### src/rtl/shifter_pipe.sv
`timescale 1ns/1ps
`default_nettype none
// ============================================================================
//  Module   : shifter_pipe
//  Brief    : Two-stage pipelined barrel shifter/rotator with valid/ready
//             handshakes and an error flag for illegal mode encodings.
//  Revision : 1.0
// ============================================================================
module shifter_pipe #(
    parameter int OPERAND_WIDTH = 16,
    parameter int SHAMT_WIDTH   = 4,
    parameter int SPLIT         = 2
) (
    input  logic                     clk,
    input  logic                     rst,
    input  logic [OPERAND_WIDTH-1:0] InBS,
    input  logic [SHAMT_WIDTH-1:0]   ShAmt,
    input  logic [2:0]               Oper,
    input  logic                     in_valid,
    output logic                     in_ready,
    output logic [OPERAND_WIDTH-1:0] OutBS,
    output logic                     err,
    output logic                     out_valid,
    input  logic                     out_ready
);

    localparam int W = OPERAND_WIDTH;
    // Levels handled in stage 1; the complement goes to stage 2.
    localparam logic [SHAMT_WIDTH-1:0] c_S1_MASK = SHAMT_WIDTH'((1 << SPLIT) - 1);

    // Applies each enabled 2^k level in turn; illegal modes leave data untouched.
    function automatic logic [W-1:0] f_shift(
        input logic [W-1:0]           d,
        input logic [SHAMT_WIDTH-1:0] amt,
        input logic [2:0]             op,
        input logic                   fill
    );
        logic [W-1:0] x;
        x = d;
        for (int k = 0; k < SHAMT_WIDTH; k++) begin
            if (amt[k]) begin
                case (op)
                    3'b000:  x = (x << (1 << k)) | (x >> (W - (1 << k)));
                    3'b001:  x = x << (1 << k);
                    3'b010:  x = (x >> (1 << k)) | (x << (W - (1 << k)));
                    3'b011:  x = x >> (1 << k);
                    3'b100:  x = (x >> (1 << k)) | (fill ? ~({W{1'b1}} >> (1 << k)) : '0);
                    default: x = x;
                endcase
            end
        end
        return x;
    endfunction

    logic                   r_s1_valid;
    logic [W-1:0]           r_s1_data;
    logic [SHAMT_WIDTH-1:0] r_s1_shamt;
    logic [2:0]             r_s1_oper;
    logic                   r_s1_fill;
    logic                   r_s1_err;
    logic                   r_s2_valid;
    logic [W-1:0]           r_out;
    logic                   r_err;

    logic                   w_s2_adv;
    logic                   w_s1_adv;
    logic                   w_in_xfer;
    logic [W-1:0]           w_s1_data;
    logic [W-1:0]           w_s2_data;

    assign w_s2_adv  = !r_s2_valid || out_ready;
    assign w_s1_adv  = !r_s1_valid || w_s2_adv;
    assign in_ready  = w_s1_adv && !rst;
    assign w_in_xfer = in_valid && in_ready;

    assign w_s1_data = f_shift(InBS, ShAmt & c_S1_MASK, Oper, InBS[W-1]);
    assign w_s2_data = f_shift(r_s1_data, r_s1_shamt, r_s1_oper, r_s1_fill);

    always_ff @(posedge clk) begin
        if (rst) begin
            r_s1_valid <= 1'b0;
            r_s1_data  <= '0;
            r_s1_shamt <= '0;
            r_s1_oper  <= '0;
            r_s1_fill  <= 1'b0;
            r_s1_err   <= 1'b0;
            r_s2_valid <= 1'b0;
            r_out      <= '0;
            r_err      <= 1'b0;
        end else begin
            if (w_s1_adv) begin
                r_s1_valid <= w_in_xfer;
                if (w_in_xfer) begin
                    r_s1_data  <= w_s1_data;
                    r_s1_shamt <= ShAmt & ~c_S1_MASK;
                    r_s1_oper  <= Oper;
                    r_s1_fill  <= InBS[W-1];
                    r_s1_err   <= (Oper > 3'd4);
                end
            end
            if (w_s2_adv) begin
                r_s2_valid <= r_s1_valid;
                if (r_s1_valid) begin
                    r_out <= w_s2_data;
                    r_err <= r_s1_err;
                end
            end
        end
    end

    assign OutBS     = r_out;
    assign err       = r_err;
    assign out_valid = r_s2_valid;

endmodule
`default_nettype wire

### config.mk
export PLATFORM = sky130hd
export DESIGN_NAME = shifter_pipe
export DESIGN_NICKNAME = d
export VERILOG_FILES = /design/src/rtl/shifter_pipe.sv
export SDC_FILE = /design/constraint.sdc
export NUM_CORES = 1
export LEC_CHECK = 0
export CORE_ASPECT_RATIO = 0.6
export CORE_UTILIZATION = 50
export DETAILED_ROUTE_END_ITERATION = 10
export GPL_ROUTABILITY_DRIVEN = 0
export GPL_TIMING_DRIVEN = 0
export HOLD_SLACK_MARGIN = 0.03
export PLACE_DENSITY = 0.74
export SYNTH_ARGS = -nofsm -noshare
export SYNTH_HDL_FRONTEND = slang
export SYNTH_SLANG_ARGS = --single-unit
export TNS_END_PERCENT = 30
### constraint.sdc
create_clock -name clk -period 2.7 [get_ports clk]
set_input_delay 0.54 -clock clk [delete_from_list [all_inputs] [get_ports clk]]
set_output_delay 0.54 -clock clk [all_outputs]
set_load 0.02 [all_outputs]
# Word level (Yosys, flattened, before mapping)
# Cells that the tools add are included.
# totals
regBits	42
in_bits	27
out_inout_bits	19
# op_classes
magnitude_cmp	1
eq_ne	8
muxes	12
bitwise	11
n_reduce_logical	12
# ops
operator	count
$pmux 16 s5	3
$mux 16	8
$pmux 16 s4	1
$or 12x16->16	2
$or 14x16->16	2
$or 15x16->16	2
$or 8x16->16	2
$or 16x1->16	1
$or 16x2->16	1
$or 16x4->16	1
$eq 3x2->1 const B	4
$eq 3x1->1 const B	2
$eq 3x3->1 const B	2
$logic_not 3->1	2
$reduce_and 2->1	2
$gt 3x3->1 const B	1
$logic_not 1->1	3
$logic_and 1x1->1	2
$logic_or 1x1->1	2
$reduce_or 2->1	1

# Depth between registers and ports, before layout
# Gate-level depths: netlist of run 1.
# logic_depth
word_depth	7
mapped_depth	8
ltp_nobuf	5

# Least setup slack after synthesis of run 1
# No wires, ideal clock.
# synth_path
kind	in2out
start	in rst
end	out in_ready
t_arrival_ns	1.467
t_required_ns	2.160
path_slack_ns	0.693
stages	4
n_path_buf	3
cell_sequence	clkbuf_1 clkbuf_1 clkbuf_1 nor2_1
# synth_via
elab_chain_len	2
# synth_lines
element	line	text
start, declared	15	input logic rst,
$logic_not 1->1	73	assign in_ready = w_s1_adv && !rst;
$logic_and 1x1->1	73	
end, declared	20	output logic in_ready,
# No other way between the ends.

# Final worst setup path of run 1
# Ends and elaborated chain as after synthesis.

==> metrics list, run 1 <==
- Result of the run: finished clean
- For the final routed database, the setup TNS stands at 0 ns.
- Of the post-synthesis cell area, the dominant cell type holds 0.251.
- Total clock buffers created by CTS: 5
* Total via count after detailed routing: 3910
- The max-slew violation count is 0.
* Number of nets with antenna violations after detailed routing: 0
- Ranked by instance count, the synthesized netlist is headed by sky130_fd_sc_hd__nor2_1 (52), sky130_fd_sc_hd__nand2_1 (43), sky130_fd_sc_hd__dfxtp_1 (42), sky130_fd_sc_hd__a21oi_1 (24), sky130_fd_sc_hd__o21ai_0 (19).
- Final instance area: 0.00399 sq mm
* Clock tree buffer depth: 2
- The clock reaches the later pin of the worst-skew pair after 0.31 ns.
- Post-Syn Instances: 438
- Once layout is complete, the cells apart from fillers number 574.
* Slowest stage delay, CP: 0.54 ns
- Final period demand of the worst path: 2.58 ns
- Measured along the y axis, the die boundary spans 65.4 um.
* CTS H-Tree Depth: 2
- Design Power: 1.77 mW
- The share of total power dissipated in the clock network is 0.243.
- The repair_antennas step left the layout with diodes totalling 0.
- The number of buffers and inverters on the critical path is 4.
- At the pin with the least slew margin, the transition time is 0.678 ns.
- The slowest stage of the critical path belongs to the cell sky130_fd_sc_hd__clkdlybuf4s50_1.
- First-pass DRT Iterations: 6
- Summing every instance area after synthesis gives 0.00335 sq mm.
- Worst Path Required: 2.16 ns
- Starting density of the core: 0.534
- For this block, the initial DRC count from the detailed router was 535.
* Reg-to-reg slack, setup: 0.71 ns
- Setup repair after global routing left no endpoint under its margin.
- The number of antenna violations at the first check in global routing is 0.
* Ratio of cells with drive above 1 in the final layout: 0.114
- The final-report hold violation count is 0.
- In this run the tool buffered the top-level ports with 44 buffer cells.
* Dominant cell type by area after synthesis: sky130_fd_sc_hd__dfxtp_1
- Of the total power, registers draw 0.410.
- In this run the count of I/O pins placed on the die edge is 46.
- Data arrival time of the critical path: 2.04 ns
* Leakage: 1.45 nW
- The number of global-route vias before repair came to 3451.
- STA classifies the critical path endpoint as an output port.
- Remaining DRCs: 0
- The synthesized design contains 0 enable-type register cells.
- Cell at the root of the clock tree: sky130_fd_sc_hd__clkbuf_8
- Measured on the finished design, the core utilization comes to 0.636.
* Final worst setup slack: 0.124 ns
- Clock tree synthesis found a total of 42 sinks.
* Startpoint type of the worst setup path: input pin
- Critical Path Most Common Cell: sky130_fd_sc_hd__clkbuf_2
* Number of maximum-capacitance constraint violations: 0
- In this run, distinct cell masters in the synthesized netlist total 63.
* Average size of a mapped cell: 7.65 sq um
- Post-DR vias/cell: 6.81
- Cell family contributing the most delay on the critical path: buffers and inverters
* CP Cell Sequence: clkbuf_1 > clkbuf_2 > clkbuf_2 > nor2_1 > clkdlybuf4s50_1
- The clock arrives with 0.00376 ns of skew.
* Fill count: 575
- Counting tap cells, the placed design contains a total of 566 instances.
* Yosys warns: 0
* Post-placement setup slack: -0.203 ns
- Total wire length after detailed routing: 11700 um
- The most common cell in the synthesized netlist is sky130_fd_sc_hd__nor2_1.
* Final Hold Slack: 0.463 ns
- Of the total power, combinational logic draws 0.346.
- For this design, the CTS-stage hold fixing added 0 buffers.
- Switching power summed over all nets: 644 uW
* Cell Pwr Density: 444 mW/mm^2
* Global route overflow: 0
- Derived from the worst setup path, the maximum achievable clock frequency is 388 MHz.
* Core ar.: 0.00628 sq mm
- TritonCTS clock tree: yes
* Routed length per placed instance: 20.5 um
- Area overhead of the layout relative to synthesis: 19.1%
- In this run the core area contains 22 standard-cell rows.
- Of the available clock period, the critical path in the final layout requires 0.954.
* Post-synthesis register bit count: 42
- The die covers 0.00704 sq mm.
- The number of nets handed over by synthesis was 465.
- The worst-case IR drop observed on VDD is 0.377 mV.
* Internal Power: 1.13 mW
- Clock-pin slew reported for the worst setup and hold paths after clock tree synthesis: 0.08 ns
* Share of synthesized flip-flops with an asynchronous set or reset: 0
* Register area share after synthesis: 0.251
* Net count, final: 516
- Detailed-placement wirelength estimate: 9230 um
* Leading cell types by total area after synthesis: sky130_fd_sc_hd__dfxtp_1 (25%), sky130_fd_sc_hd__nor2_1 (5.8%), sky130_fd_sc_hd__nand2_1 (4.8%)
- The die is 108 um wide.
* Final setup violation count: 0
* All-Layer GR Usage: 0.346
- For this run, the leading register cell type out of synthesis is sky130_fd_sc_hd__dfxtp_1.
* Share of total power consumed by net switching: 0.364
- After detailed placement, the total cell area comes to 0.00389 sq mm.
- Path category of the worst min-delay check: reg -> reg
* Largest net degree at the start of global routing: 13
- The worst setup path is of the in -> out kind.
* CP max FO: 10
- The first global-routing pass estimated 18300 um of wire.
- Worst max-slew margin expressed relative to the limit: 0.548
[power groups by stage]
stage	Clock, mW	Sequential, mW	Combinational (mW)
floorplan	0	0.741	0.361
CTS	0.431	0.723	0.587
global route	0.464	0.732	0.651
finish	0.431	0.727	0.613
detailed placement	0	0.738	0.584
global placement	0	0.736	0.575
[state kept, by name, summed over array words and instances (netlist names)]
| signal | flops |
|---|---|
| OutBS | 16 |
| err | 1 |
| out_valid | 1 |
| r_s1_data | 16 |
| r_s1_err | 1 |
| r_s1_fill | 1 |
| r_s1_oper | 3 |
| r_s1_shamt | 2 |
| r_s1_valid | 1 |
[per-layer routing]
layer | global-route usage | wire length (um) | up-vias
li1 | - | - | 1760
met5 | 0 | 0 | -
met1 | 0.524 | 5230 | 1808
met4 | 0.0582 | 114 | 0
met3 | 0.152 | 2160 | 21
met2 | 0.437 | 4250 | 321
[path summary, 6_finish.rpt]
| check | cells after the start | startpoint | to |
|---|---|---|---|
| worst max-delay path | 5 | rst | in_ready |
| worst min-delay path | 2 | err | err |
| worst max register to register | 7 | r_s1_shamt[2] | OutBS[1] |
| worst min register to register | 2 | err | err |
[what timing repair did]
item                       CTS  global route
resized for setup            2             0
buffers inserted             0             0
setup endpoints to repair    1             0
[final cells by class]
cell class / instances / area, sq um / share of cell area
Clock buffer: 7 / 86.3 / 0.0216
Multi-Input combinational cell: 349 / 2250 / 0.563
Sequential cell: 42 / 841 / 0.211
Buffer: 32 / 209 / 0.0524
Tap cell: 84 / 105 / 0.0263
Timing Repair Buffer: 44 / 440 / 0.110
Inverter: 15 / 56.3 / 0.0141
Clock inverter: 1 / 5.00 / 0.00125
[cells by family after synthesis]
logic type / after synthesis / synth area share
buffers and inverters: 47 / 0.0784
multiplexers: 16 / 0.0489
flip-flops: 42 / 0.251
AND/OR/NAND/NOR: 171 / 0.261
AO/OA/AOI/OAI: 162 / 0.360
[cell usage in the layout (no fill, tap or decap), types with 4 or more instances in the layout]
cell,count
sky130_fd_sc_hd__clkdlybuf4s50_1,44
sky130_fd_sc_hd__or4b_1,5
sky130_fd_sc_hd__a31oi_1,11
sky130_fd_sc_hd__o21ai_0,19
sky130_fd_sc_hd__o221ai_1,5
sky130_fd_sc_hd__nand3_1,10
sky130_fd_sc_hd__o31ai_1,4
sky130_fd_sc_hd__nor3_1,6
sky130_fd_sc_hd__clkbuf_1,7
sky130_fd_sc_hd__a22oi_1,7
sky130_fd_sc_hd__and2_1,4
sky130_fd_sc_hd__buf_2,12
sky130_fd_sc_hd__dfxtp_1,42
sky130_fd_sc_hd__o211ai_1,13
sky130_fd_sc_hd__o221a_1,8
sky130_fd_sc_hd__a221oi_1,6
sky130_fd_sc_hd__a21o_1,5
sky130_fd_sc_hd__buf_6,8
sky130_fd_sc_hd__a211oi_1,6
sky130_fd_sc_hd__a21oi_1,24
sky130_fd_sc_hd__mux2i_1,13
sky130_fd_sc_hd__nor2b_1,10
sky130_fd_sc_hd__inv_1,14
sky130_fd_sc_hd__a2111oi_2,5
sky130_fd_sc_hd__nand2b_1,14
sky130_fd_sc_hd__a221o_1,5
sky130_fd_sc_hd__o22ai_1,8
sky130_fd_sc_hd__o21ai_1,12
sky130_fd_sc_hd__nand2_1,43
sky130_fd_sc_hd__nor2_1,52
sky130_fd_sc_hd__clkbuf_8,6
[worst register-to-register path: stages (launching register included)]
cell and delay (ns):
sky130_fd_sc_hd__dfxtp_1 0.48, sky130_fd_sc_hd__buf_2 0.28, sky130_fd_sc_hd__buf_2 0.28, sky130_fd_sc_hd__nor2_1 0.06
sky130_fd_sc_hd__a31oi_1 0.16, sky130_fd_sc_hd__o221ai_1 0.20, sky130_fd_sc_hd__nor4_1 0.31, sky130_fd_sc_hd__a221o_1 0.18
Power figures use the tool's default switching activity.
==> run 2: changes to the inputs <==
--- a/config.mk
+++ b/config.mk
@@ -6,12 +6,13 @@
 export NUM_CORES = 1
 export LEC_CHECK = 0
 export CORE_ASPECT_RATIO = 0.6
-export CORE_UTILIZATION = 50
+export CORE_UTILIZATION = 55
 export DETAILED_ROUTE_END_ITERATION = 10
 export GPL_ROUTABILITY_DRIVEN = 0
 export GPL_TIMING_DRIVEN = 0
 export HOLD_SLACK_MARGIN = 0.03
-export PLACE_DENSITY = 0.74
+export PLACE_DENSITY = 0.8
+export SLEW_MARGIN = 20
 export SYNTH_ARGS = -nofsm -noshare
 export SYNTH_HDL_FRONTEND = slang
 export SYNTH_SLANG_ARGS = --single-unit
==> run 2 against run 1 <==
Compared with the run above:
- worst setup slack worse by 0.0078 ns
- maximum frequency down 0.30%
- hold slack better by 0.0021 ns
- register-to-register slack worse by 0.04 ns
- wire length down 1.5%
- sequential share of layout area down 0.22 points
- clock skew up 0.0035 ns
- sequential power about the same
- utilization up 6.8 points
- global-route usage up 3.6 points
- largest power group unchanged
- final cell count down 0.70%
- first-iteration DRC count up 40%
==> metrics list, run 2 (synthesis results as in run 1) <==
- Total wire length after detailed routing: 11600 um
- The detail route stage leaves a number of antenna-violating nets equal to 0.
- Leaving out filler cells and counting taps, the final layout contains 570.
* Die extent in y: 62.5 um
* Worst Path Required: 2.16 ns
- Number of maximum-capacitance constraint violations: 0
- The first global-routing pass estimated 18600 um of wire.
* Clock-pin slew reported for the worst setup and hold paths after clock tree synthesis: 0.08 ns
- After layout, the worst setup slack is 0.116 ns.
- Counting stages on the worst path, the most repeated cell is sky130_fd_sc_hd__clkbuf_2.
- Measured in cells, the most critical reg-to-reg path has a length of 7.
- Leaving out fill and tap cells, the most frequent cell in the layout is sky130_fd_sc_hd__nor2_1.
- Cell at the root of the clock tree: sky130_fd_sc_hd__clkbuf_8
- Among cell families on the critical path, the largest total delay comes from buffers and inverters.
* Final setup violation count: 0
- After detailed routing, the average wire length per cell comes to 20.3 um.
* Die Wd: 103 um
- At the placement stage, the worst setup path has a slack of -0.188 ns.
- Final period demand of the worst path: 2.58 ns
* Largest net degree at the start of global routing: 15
- The clock passes through at most 2 buffers.
* CTS H-Tree Depth: 2
* FP Rows: 21
- Setup repair after global routing left no endpoint under its margin.
- Destination of the worst hold path: err
- Of the cells placed in the final design, the portion with a size suffix greater than 1 is 0.116.
- Worst max-slew margin expressed relative to the limit: 0.585
* Remaining DRCs: 0
* Count of pins on the block boundary: 46
- At the end of the flow, the number of nets in the layout was 516.
* Post-DR vias/cell: 6.92
- Startpoint type of the worst setup path: input pin
* Antenna fix cells: 0
* Total clock buffers created by CTS: 5
* Crit Path Class: in -> out
- The endpoint identified for the worst register-to-register timing path is OutBS[2].
- In this run the standard cell core region covers 0.00573 sq mm.
- On the worst path, the slowest cell contributes a delay of 0.54 ns.
- The library cells used most frequently in the layout, excluding fill and tap cells, are sky130_fd_sc_hd__nor2_1 (52), sky130_fd_sc_hd__clkdlybuf4s50_1 (44), sky130_fd_sc_hd__nand2_1 (43).
* Path length in cells of the critical path: 5
- The final-report hold violation count was 0.
- TritonCTS built the clock tree.
- The worst hold path was traced through 2 stages.
* Result of the run: finished clean
- Number of global-route vias before repair: 3581
- Data arrival time of the critical path: 2.04 ns
* Fill count: 508
- The worst register-to-register path begins at r_s1_shamt[2].
* Detailed Route Iter0 Violations: 747
- Worst skew pair latency: 0.32 ns
* Cell Count Post-Placement: 562
- For this block, the via count after detailed routing is 3943.
- The die covers 0.00642 sq mm.
- Leakage: 1.47 nW
* Buffers added on ports: 44
* Ratio of final minimum period to clock period: 0.957
- All-Layer GR Usage: 0.382
- CP max FO: 10
- Critical path buffers and inverters: 4
* Reg-to-reg slack, setup: 0.67 ns
- Initial antenna violation count: 0
- First-pass DRT Iterations: 7
* Starting density of the core: 0.585
- In this run the most critical hold path is launched from err.
- The max-slew violation count was 0.
- The worst setup path is captured at an output port.
- Largest clock skew in the final design: 0.00725 ns
* Path category of the worst min-delay check: reg -> reg
* Number of clock sinks: 42
- Area overhead of the layout relative to synthesis: 20.3%
- Timing-limited maximum frequency: 387 MHz
* Maximum vdd drop: 0.262 mV
* Critical path's slowest cell: sky130_fd_sc_hd__clkdlybuf4s50_1
- Least-Margin Pin Slew: 0.623 ns
* Detailed-placement wirelength estimate: 9000 um
- Traced cell by cell, the critical path runs through clkbuf_1 > clkbuf_2 > clkbuf_2 > nor2_1 > clkdlybuf4s50_1.
* Cell Pwr Density: 484 mW/mm^2
* Global route overflow: 0
-- run 2: cell types whose count changed in the layout (fill, tap and decap cells not counted), sizes merged --
| cell | previous run | this run |
|---|---|---|
| bufinv | 0 | 2 |
| clkbuf | 15 | 13 |
-- run 2: stage by stage --
stage / power, mW / hold WS (ns) / utilization / TNS, ns / area [sq um]
after CTS: 1.92 / 0.471 / 0.704 / 0 / 4030
after floorplan: 1.10 / 0.432 / - / 0 / 3350
after global placement: 1.31 / 0.448 / 0.679 / -0.174 / 3890
final: 1.95 / 0.465 / 0.704 / 0 / 4030
after detailed placement: 1.32 / 0.455 / 0.679 / -0.188 / 3890
after global routing: 2.03 / 0.489 / 0.704 / 0 / 4030
-- run 2: area by class of cell --
| class | instances | area (sq um) | share of cell area |
|---|---|---|---|
| sequential | 42 | 841 | 0.209 |
| clock buffer | 5 | 68.8 | 0.0171 |
| tap | 80 | 100 | 0.0248 |
| multi-input combinational | 349 | 2250 | 0.557 |
| clock inverter | 3 | 68.8 | 0.0171 |
| buffer | 32 | 209 | 0.0518 |
| inverter | 15 | 56.3 | 0.0140 |
| timing repair buffer | 44 | 440 | 0.109 |
-- run 2: worst reg2reg max path: stages (launching register included) --
cell	delay [ns]
sky130_fd_sc_hd__dfxtp_1	0.48
sky130_fd_sc_hd__buf_2	0.29
sky130_fd_sc_hd__buf_2	0.29
sky130_fd_sc_hd__nor2_1	0.06
sky130_fd_sc_hd__a31oi_1	0.17
sky130_fd_sc_hd__o221ai_1	0.21
sky130_fd_sc_hd__nor4_1	0.30
sky130_fd_sc_hd__a221o_1	0.18
-- run 2: metal layers --
metal | global-route usage | vias up | part of all wire
li1 | - | 1769 | -
met1 | 0.582 | 1808 | 0.43
met2 | 0.470 | 338 | 0.37
met3 | 0.180 | 28 | 0.19
met4 | 0.0845 | 0 | 0.013
met5 | 0 | - | 0
-- run 2: timing repair --
action	in CTS	in global routing
buffers inserted	0	0
gates resized for setup	2	0
hold buffers	0	0
setup endpoints to repair	1	0
-- run 2: worst max path at each step --
stage                     slack [ns]  startpoint       end
after global placement         -0.17         rst  in_ready
after detailed placement       -0.19         rst  in_ready
after CTS                       0.13         rst  in_ready
final                           0.12         rst  in_ready
after global routing            0.04         rst  in_ready
after floorplan                 0.69         rst  in_ready
-- run 2: power breakdown --
part	switching [mW]	internal [mW]	total [mW]
Clock	0.242	0.370	0.613
Sequential	0.0580	0.669	0.727
Combinational	0.362	0.250	0.613
Total	0.662	1.29	1.95
==> run 3: changes to the inputs <==
--- a/config.mk
+++ b/config.mk
@@ -11,8 +11,10 @@
 export GPL_ROUTABILITY_DRIVEN = 0
 export GPL_TIMING_DRIVEN = 0
 export HOLD_SLACK_MARGIN = 0.03
+export MAX_ROUTING_LAYER = met4
 export PLACE_DENSITY = 0.8
-export SLEW_MARGIN = 20
+export SKIP_LAST_GASP = 1
+export SLEW_MARGIN = 15
 export SYNTH_ARGS = -nofsm -noshare
 export SYNTH_HDL_FRONTEND = slang
 export SYNTH_SLANG_ARGS = --single-unit
==> run 3 against run 2 <==
Compared with the run above:
- final area unchanged
- first-iteration DRC count down 6.2%
- via count up 2.4%
- sequential share of layout area unchanged
- utilization unchanged
- critical path depth unchanged
- total power up 0.10%
- global-route usage up 1.2 points
- wire length up 0.68%
- hold slack better by 0.0031 ns
- non-clock buffer count unchanged
- critical path type unchanged
- largest cell class unchanged
- highest routed layer unchanged
==> metrics list, run 3 (synthesis results as in run 1) <==
- Startpoint type of the worst setup path: input pin
- In the layout the commonest cells are sky130_fd_sc_hd__nor2_1 (52), sky130_fd_sc_hd__clkdlybuf4s50_1 (44), sky130_fd_sc_hd__nand2_1 (43).
- The root buffer cell chosen for the clock tree is sky130_fd_sc_hd__clkbuf_8.
- Total clock buffers created by CTS: 5
- Port buffering added 44 buffers.
- The first global-routing pass estimated 18600 um of wire.
* Net count, final: 516
- Storage element area: 841 sq um
- Remaining DRCs: 0
* Number of nets with antenna violations after detailed routing: 0
- The setup check on the worst reg-to-reg path leaves a slack of 0.69 ns.
- Setup bufs post-CTS: 0
* CP Cell Sequence: clkbuf_1 > clkbuf_2 > clkbuf_2 > nor2_1 > clkdlybuf4s50_1
* Critical path's slowest cell: sky130_fd_sc_hd__clkdlybuf4s50_1
* Leakage: 1.47 nW
- On the critical path the largest part of the delay comes from buffers and inverters.
- Global route overflow: 0
- Count of hold-fix buffers inserted at cts: 0
- Largest clock skew in the final design: 0.00611 ns
- Area of the die: 0.00642 sq mm
* Critical Path Most Common Cell: sky130_fd_sc_hd__clkbuf_2
- Area overhead of the layout relative to synthesis: 20.3%
- Ratio of cells with drive above 1 in the final layout: 0.116
* Final instance area: 0.00403 sq mm
- IR analysis of the VDD net gives a maximum drop of 0.262 mV.
- Path category of the worst min-delay check: reg -> reg
- Result of the run: finished clean
* Cell Pwr Density: 485 mW/mm^2
- The worst pin sits at a relative slew slack of 0.585.
- After routing, the total negative slack on setup checks comes to 0 ns.
- Antenna fix cells: 0
- The design draws 1.95 mW.
- Data arrival time of the critical path: 2.03 ns
* Clock-pin slew reported for the worst setup and hold paths after clock tree synthesis: 0.08 ns
- Die Wd: 103 um
* Final setup violation count: 0
- In the finished design, the share of the clock period the worst path needs comes to 0.951.
- Final hold viol count: 0
- Final core utilization: 0.704
- TritonCTS clock tree: yes
- After layout, the minimum clock period comes to 2.57 ns.
- The first routing iteration left 701 violations.
- Count of pins on the block boundary: 46
- At the pin with the least slew margin, the transition time is 0.620 ns.
- First-pass DRT Iterations: 7
* Slowest stage delay, CP: 0.54 ns
- For the worst setup path, the data required time is 2.16 ns.
* CP max FO: 10
- Routed length per placed instance: 20.4 um
- Launch point of the worst reg-to-reg path: r_s1_shamt[2]
* Timing-limited maximum frequency: 389 MHz
- The worst hold path begins at err.
* Endpoint of the worst register-to-register path: OutBS[2]
- Total wire length after detailed routing: 11600 um
- Starting density of the core: 0.585
* Cells on Worst Hold Path: 2
* Core ar.: 0.00573 sq mm
- The floorplan has 21 rows.
- Length in cells of the worst reg-to-reg path: 7
- Number of clock sinks: 42
- Setup repair after global routing left no endpoint under its margin.
- Number of global-route vias before repair: 3572
- The die is 62.5 um tall.
- Across the run, the number of max-cap violations was 0.
* Number of pins exceeding their max-slew limit in the final report: 0
- Entering global routing, the biggest net connects 15 pins.
* Most common cell after layout, fill and taps aside: sky130_fd_sc_hd__nor2_1
- Destination of the worst hold path: err
- The number of antenna violations at the first check in global routing is 0.
* Critical path buffers and inverters: 4
- Once detailed placement completed, the half-perimeter wirelength came to 9000 um.
- In the detailed route, the total length drawn on met3 is 2220 um.
* Total via count after detailed routing: 4036
- The multi-input combinational cells in the finished layout cover a total of 0.00225 sq mm.
- In the routed layout, each cell is associated on average with a via count of 7.08.
- Cell Area, Placed: 0.00389 sq mm
- By startpoint and endpoint, the worst setup path is classified as in -> out.
* Top metal layer carrying routed signals: met4
- STA classifies the critical path endpoint as an output port.
- The routed design uses 4260 um of met2 wire.
* Fill count: 508
* Clock tree buffer depth: 2
- The later pin in the worst-skew pair is clocked with a latency of 0.32 ns.
- For this run, the total global-route usage over all layers was measured as 0.394.
- CTS H-Tree Depth: 2
- Wire length on met1: 4940 um
run 3: cell counts in the layout (fill, tap and decap cells not counted):
No cell type changed its count.
run 3: worst max-delay path by stage:
stage	start	to	slack, ns	cells past startpoint
5_1_grt	rst	in_ready	0.04	5
3_3_place_gp	rst	in_ready	-0.17	5
4_1_cts	rst	in_ready	0.13	5
6_report	rst	in_ready	0.13	5
2_1_floorplan	rst	in_ready	0.69	4
3_5_place_dp	rst	in_ready	-0.19	5
run 3: layout make-up:
cell class                 count  share of cell area
buffer                        32              0.0518
timing repair buffer          44               0.109
sequential                    42               0.209
tap                           80              0.0248
clock inverter                 3              0.0171
inverter                      15              0.0140
multi-input combinational    349               0.557
clock buffer                   5              0.0171
run 3: repair_timing:
action                                  in CTS  in global routing
endpoints found under the setup margin       1                  0
endpoints found under the hold margin        0                  0
resized for setup                            2                  0
run 3: report_power, final:
| group | internal [mW] | switching (mW) | total, mW |
|---|---|---|---|
| logic | 0.250 | 0.363 | 0.614 |
| registers | 0.669 | 0.0577 | 0.727 |
| clock network | 0.370 | 0.243 | 0.614 |
| total | 1.29 | 0.664 | 1.95 |
run 3: through the flow:
step,hold WS [ns],setup WS [ns],instances
6_report,0.468,0.131,570
5_1_grt,0.489,0.0380,570
4_1_cts,0.471,0.132,570
3_5_place_dp,0.455,-0.188,562
3_3_place_gp,0.448,-0.174,562
2_1_floorplan,0.432,0.693,438
run 3: metal layers:
| metal | vias up | GRT usage |
|---|---|---|
| li1 | 1764 | - |
| met1 | 1856 | 0.583 |
| met2 | 368 | 0.468 |
| met3 | 48 | 0.185 |
| met4 | 0 | 0.0863 |
| met5 | - | - |
run 3: worst reg2reg max path: cells and delay by family, from the launching register on:
kind            cells  cell delay, ns
simple gates        2            0.35
compound gates      3            0.55
flops               1            0.48
buf+inv             2            0.58
